<file path="src/rtl/ldpc_cn_pkg.sv">
// Shared types for the min-sum check-node datapath: default widths, the
// emitter FSM encoding and the compressed check-node state.
package ldpc_cn_pkg;

  localparam int unsigned CN_MAG_W   = 5;
  localparam int unsigned CN_IDX_W   = 6;
  localparam int unsigned CN_DEG_MAX = 1 << CN_IDX_W;

  typedef enum logic {
    IDLE,
    EMIT
  } cn_fsm_t;

  // signs is sized for the largest legal degree; unused upper bits stay zero
  typedef struct packed {
    logic [CN_MAG_W-1:0]   min1;
    logic [CN_MAG_W-1:0]   min2;
    logic [CN_IDX_W-1:0]   min_idx;
    logic                  sign_prod;
    logic [CN_DEG_MAX-1:0] signs;
  } cn_state_t;

endpackage

</file>
<file path="src/rtl/cn_message_emitter_edge_index_counter.sv">
// Edge index counter for the check-node emitter: counts 0..DEG-1 on enable,
// wraps to 0, and can be synchronously cleared when a new frame is loaded.
module edge_index_counter #(
  parameter int unsigned DEG   = 32,
  parameter int unsigned IDX_W = 6
) (
  input  logic             clk,
  input  logic             reset,
  input  logic             en,
  input  logic             clr,
  output logic [IDX_W-1:0] count
);

  always_ff @(posedge clk or posedge reset) begin
    if (reset) begin
      count <= '0;
    end else if (clr) begin
      count <= '0;
    end else if (en) begin
      count <= (count == IDX_W'(DEG - 1)) ? '0 : count + IDX_W'(1);
    end
  end

endmodule

</file>
<file path="src/rtl/cn_message_emitter.sv">
// Serial check-node output stage: expands one compressed min-sum state into
// DEG offset-corrected check-to-variable messages, one edge per cycle.
module cn_message_emitter
  import ldpc_cn_pkg::*;
#(
  parameter int unsigned DEG    = 32,
  parameter int unsigned MAG_W  = CN_MAG_W,
  parameter int unsigned IDX_W  = CN_IDX_W,
  parameter int unsigned OFFSET = 1
) (
  input  logic             clk,
  input  logic             reset,
  input  logic             in_valid,
  output logic             in_ready,
  input  logic [MAG_W-1:0] in_min1,
  input  logic [MAG_W-1:0] in_min2,
  input  logic [IDX_W-1:0] in_min_idx,
  input  logic             in_sign_prod,
  input  logic [DEG-1:0]   in_signs,
  output logic             out_valid,
  input  logic             out_ready,
  output logic [IDX_W-1:0] out_idx,
  output logic             out_sign,
  output logic [MAG_W-1:0] out_mag,
  output logic             out_last
);

  cn_fsm_t    state;
  cn_state_t  active;
  cn_state_t  pending;
  cn_state_t  load_st;
  logic       pending_full;
  logic [IDX_W-1:0] count;
  logic       fire;
  logic       at_last;
  logic       last_fire;
  logic       load;
  logic [CN_MAG_W-1:0] base;
  logic [CN_MAG_W-1:0] mag_c;

  always_comb begin
    load_st           = '0;
    load_st.min1      = CN_MAG_W'(in_min1);
    load_st.min2      = CN_MAG_W'(in_min2);
    load_st.min_idx   = CN_IDX_W'(in_min_idx);
    load_st.sign_prod = in_sign_prod;
    load_st.signs     = CN_DEG_MAX'(in_signs);
  end

  assign in_ready  = !pending_full;
  assign out_valid = (state == EMIT);
  assign fire      = out_valid && out_ready;
  assign at_last   = (count == IDX_W'(DEG - 1));
  assign last_fire = fire && at_last;
  assign load      = in_valid && in_ready;

  edge_index_counter #(
    .DEG   (DEG),
    .IDX_W (IDX_W)
  ) u_edge_cnt (
    .clk   (clk),
    .reset (reset),
    .en    (fire),
    .clr   (load && (state == IDLE)),
    .count (count)
  );

  // On the last beat a waiting pending entry takes priority; in_ready is low
  // then, so a simultaneous load cannot occur in that case.
  always_ff @(posedge clk or posedge reset) begin
    if (reset) begin
      state        <= IDLE;
      active       <= '0;
      pending      <= '0;
      pending_full <= 1'b0;
    end else begin
      case (state)
        IDLE: begin
          if (load) begin
            active <= load_st;
            state  <= EMIT;
          end
        end
        EMIT: begin
          if (last_fire) begin
            if (pending_full) begin
              active       <= pending;
              pending_full <= 1'b0;
            end else if (load) begin
              active <= load_st;
            end else begin
              state <= IDLE;
            end
          end else if (load) begin
            pending      <= load_st;
            pending_full <= 1'b1;
          end
        end
        default: state <= IDLE;
      endcase
    end
  end

  // An out-of-range min_idx never equals the counter, so every edge gets min1.
  assign base  = (CN_IDX_W'(count) == active.min_idx) ? active.min2 : active.min1;
  assign mag_c = (base > CN_MAG_W'(OFFSET)) ? base - CN_MAG_W'(OFFSET) : '0;

  assign out_idx  = count;
  assign out_sign = out_valid && (active.sign_prod ^ active.signs[count]);
  assign out_mag  = out_valid ? MAG_W'(mag_c) : '0;
  assign out_last = out_valid && at_last;

endmodule

</file>
<file path="config.mk">
export PLATFORM = sky130hd
export DESIGN_NAME = cn_message_emitter
export DESIGN_NICKNAME = d
export VERILOG_FILES = /design/src/rtl/ldpc_cn_pkg.sv /design/src/rtl/cn_message_emitter_edge_index_counter.sv /design/src/rtl/cn_message_emitter.sv
export SDC_FILE = /design/constraint.sdc
export NUM_CORES = 1
export LEC_CHECK = 0
export CORE_MARGIN = 2
export CORE_UTILIZATION = 40
export CTS_CLUSTER_DIAMETER = 200
export DETAILED_ROUTE_END_ITERATION = 12
export GPL_TIMING_DRIVEN = 1
export PLACE_DENSITY_LB_ADDON = 0.12
export SLEW_MARGIN = 0
export SYNTH_ARGS = -nofsm -noshare
export SYNTH_HDL_FRONTEND = slang
export SYNTH_SLANG_ARGS = --single-unit
</file>
<file path="constraint.sdc">
create_clock -name clk -period 5.4 [get_ports clk]
set_input_delay 1.08 -clock clk [delete_from_list [all_inputs] [get_ports clk]]
set_output_delay 1.08 -clock clk [all_outputs]
set_load 0.02 [all_outputs]
</file>
==> flow_summary.json <==
{
  "hpwl_um": 8890,
  "period_minus_slack_ns": 4.67,
  "skew_ns": 0.0165,
  "path_cells": "xor2_2, nor3_4, mux2_2, ha_1, inv_1, a211oi_2, nor3b_1, clkdlybuf4s50_1",
  "setup_viol": 0,
  "rows": 45,
  "fill_cells": 1355,
  "setup_tns_ns": 0,
  "ff2ff_path_depth": 9,
  "ctsHtreeMaxLevel": 4,
  "cts_root_buf": "clkbuf_16",
  "area_growth_pct": 22.3,
  "path_clk_slew_ns": 0.05,
  "synthTopCellsByCount": "dfrtp_1 (138), nor2_1 (56), a21oi_1 (55)",
  "yosys.cell_count.top_type": "dfrtp_1",
  "slowest_stage": "dfrtp_1",
  "die_area_sq_um": 16700,
  "io_buffers": 67,
  "crit_fanout": 17,
  "drive_gt1_frac": 0.179,
  "rr_endpoint": "active[19]$_DFFE_PP0P_",
  "ys_types": 47,
  "report.final.slew_viol_count": 0,
  "cts_tree": "built",
  "power.leakage_nw": 3.43,
  "grt_start_max_net_pins": 111,
  "cpPeakStageDelay_ns": 0.89,
  "synth_top_area_share": 0.551,
  "clk_latency_ns": 0.42,
  "arrival_ns": 3.59,
  "grt-ovfl-total": 0,
  "timing.hold.ws_ns": 0.489,
  "worstSetupEndpointType": "output port",
  "reg2reg_slack_ns": 2.08,
  "num_antenna_cells": 0,
  "core_sq_um": 15300,
  "grt_setup_unrepaired": "false",
  "yosysTopAreaCell": "dfrtp_1",
  "cp-startpoint": "u_edge_cnt.count[0]$_DFFE_PP0P_",
  "start_kind": "register",
  "cts-resized-gates": 0,
  "syn_nets": 575,
  "synth-warning-count": 0,
  "endpoint": "out_mag[1]",
  "grt.total_usage": 0.184,
  "cts_buffer_depth": 2,
  "fp.dieW_um": 129,
  "synth_edf_count": 0,
  "yosysSeqAreaShare": 0.551,
  "syn-cell-area_sq_um": 6270,
  "ant_nets": 0,
  "fin_nets": 630,
  "finalPower_w": 0.00338,
  "post-cts-setup-buffer-count": 0,
  "pre_cts_ws_ns": 1.17,
  "grt_antenna_before_repair": 0,
  "ys.flop_type": "dfrtp_1",
  "routed_wirelength_um": 14100,
  "cts.sinks": 138,
  "ys_top_cells_by_area": "dfrtp_1 (55%), mux2_2 (8.4%), mux4_1 (5.0%), o22ai_1 (5.0%), a21oi_1 (4.4%)",
  "rr_startpoint": "u_edge_cnt.count[0]$_DFFE_PP0P_",
  "hold_buffers": 0,
  "cp_data_required_time_ns": 4.32,
  "power_density_nw_per_um2": 441,
  "synth-seq-cells": 138,
  "route.detailed.drc": 0,
  "relSlewSlack": 0.340,
  "viasPerCell": 5.39,
  "io_pins": 68,
  "syn_area_per_cell_sq_um": 12.1,
  "ys_async_sr_fraction": 1.00,
  "die_h_um": 129,
  "outcome": "finished clean",
  "place.gp.congestion": 0.760,
  "hold_viol": 0,
  "grt_pass1_wl_um": 23700,
  "setup_slack_ns": 0.734,
  "hold_path_class": "register to register",
  "dr_total_vias": 4304,
  "period_share": 0.864,
  "cts_buffers": 17,
  "dr.first_iter.drc_count": 284,
  "fmax_ghz": 0.214,
  "ir_drop_v": 0.000311,
  "grt_pass1_vias": 4694,
  "wl_per_cell_um": 17.7,
  "tightest_slew_ns": 0.990,
  "syn_inst": 520,
  "timing.max_cap.violations": 0,
  "initial_utilization": 0.411,
  "path_class": "register to output port",
  "drt_pre_antenna_iters": 6
}
-- sequential cells by signal, summed over array words and instances, names as in the netlist --
name,cells
pending_full,1
out_valid,1
active,81
u_edge_cnt.count,6
pending,49
-- metal layers --
metal,up-vias,GRT usage,routed length (um)
met2,85,0.305,6910
li1,2002,-,-
met3,12,0.0438,527
met5,-,0,0
met4,0,0.0588,166
met1,2205,0.241,6510
-- cell usage in the layout, fill, tap and decap left out, drive strengths merged, types with 5 or more instances in the layout --
| cell | netlist | routed |
|---|---|---|
| nand2 | 6 | 6 |
| nand3 | 5 | 5 |
| mux2i | 9 | 9 |
| mux2 | 52 | 52 |
| xnor2 | 5 | 5 |
| mux4 | 16 | 16 |
| clkinv | 0 | 6 |
| inv | 5 | 5 |
| clkdlybuf4s50 | 0 | 67 |
| o22ai | 50 | 50 |
| a21oi | 55 | 55 |
| dfrtp | 138 | 138 |
| nor2 | 56 | 56 |
| o21ai | 9 | 9 |
| buf | 19 | 10 |
| nor2b | 34 | 34 |
| clkbuf | 22 | 19 |
-- final cells by class --
cell class,instances,area [sq um],area share
Clock buffer,19,443,0.0578
Timing Repair Buffer,77,746,0.0973
Clock inverter,12,150,0.0196
Sequential cell,138,3450,0.451
Inverter,5,23.8,0.00310
Tap cell,211,264,0.0344
Multi-Input combinational cell,336,2580,0.337
-- per-stage QoR --
stage | cell area [sq um] | instances | utilization
6_report | 7660 | 798 | 0.502
5_1_grt | 7660 | 798 | 0.502
4_1_cts | 7660 | 798 | 0.502
3_5_place_dp | 7070 | 767 | 0.463
3_3_place_gp | 7070 | 767 | 0.463
2_1_floorplan | 6270 | 520 | -
-- report_power, final --
part | internal (W) | switching, W | leakage (nW) | total (W)
logic | 0.000433 | 0.000414 | 1.32 | 0.000847
registers | 0.00121 | 0.000158 | 1.82 | 0.00136
clock network | 0.000733 | 0.000435 | 0.285 | 0.00117
-- worst min-delay path by stage --
stage / from / endpoint / cells past startpoint / slack [ns]
after floorplan: active[33]$_DFFE_PP0P_ / active[33]$_DFFE_PP0P_ / 1 / 0.45
after global placement: pending[14]$_DFFE_PP0P_ / pending[14]$_DFFE_PP0P_ / 1 / 0.47
after detailed placement: active[51]$_DFFE_PP0P_ / active[51]$_DFFE_PP0P_ / 1 / 0.48
after CTS: active[51]$_DFFE_PP0P_ / active[51]$_DFFE_PP0P_ / 1 / 0.49
after global routing: active[63]$_DFFE_PP0P_ / active[63]$_DFFE_PP0P_ / 1 / 0.52
final: active[51]$_DFFE_PP0P_ / active[51]$_DFFE_PP0P_ / 1 / 0.49
-- kinds of logic (layout without fill, tap and decap cells) --
kind of cell / Yosys count / in the layout / share of synthesized area
flops: 138 / 138 / 0.551
compound gates: 131 / 131 / 0.127
simple gates: 119 / 119 / 0.0946
mux: 77 / 77 / 0.173
buf+inv: 46 / 113 / 0.0387
xor+xnor: 7 / 7 / 0.0122
fa+ha+maj: 2 / 2 / 0.00399
-- worst max-delay path: cells and delay by family (launching register included) --
kind / cells / cell delay (ns)
flip-flops: 1 / 0.89
AND/OR/NAND/NOR: 2 / 0.72
buffers and inverters: 2 / 0.71
multiplexers: 1 / 0.41
XOR/XNOR: 1 / 0.18
adder cells (fa/ha/maj): 1 / 0.17
AO/OA/AOI/OAI: 1 / 0.08
No activity file was read; power rests on OpenSTA's default activity.
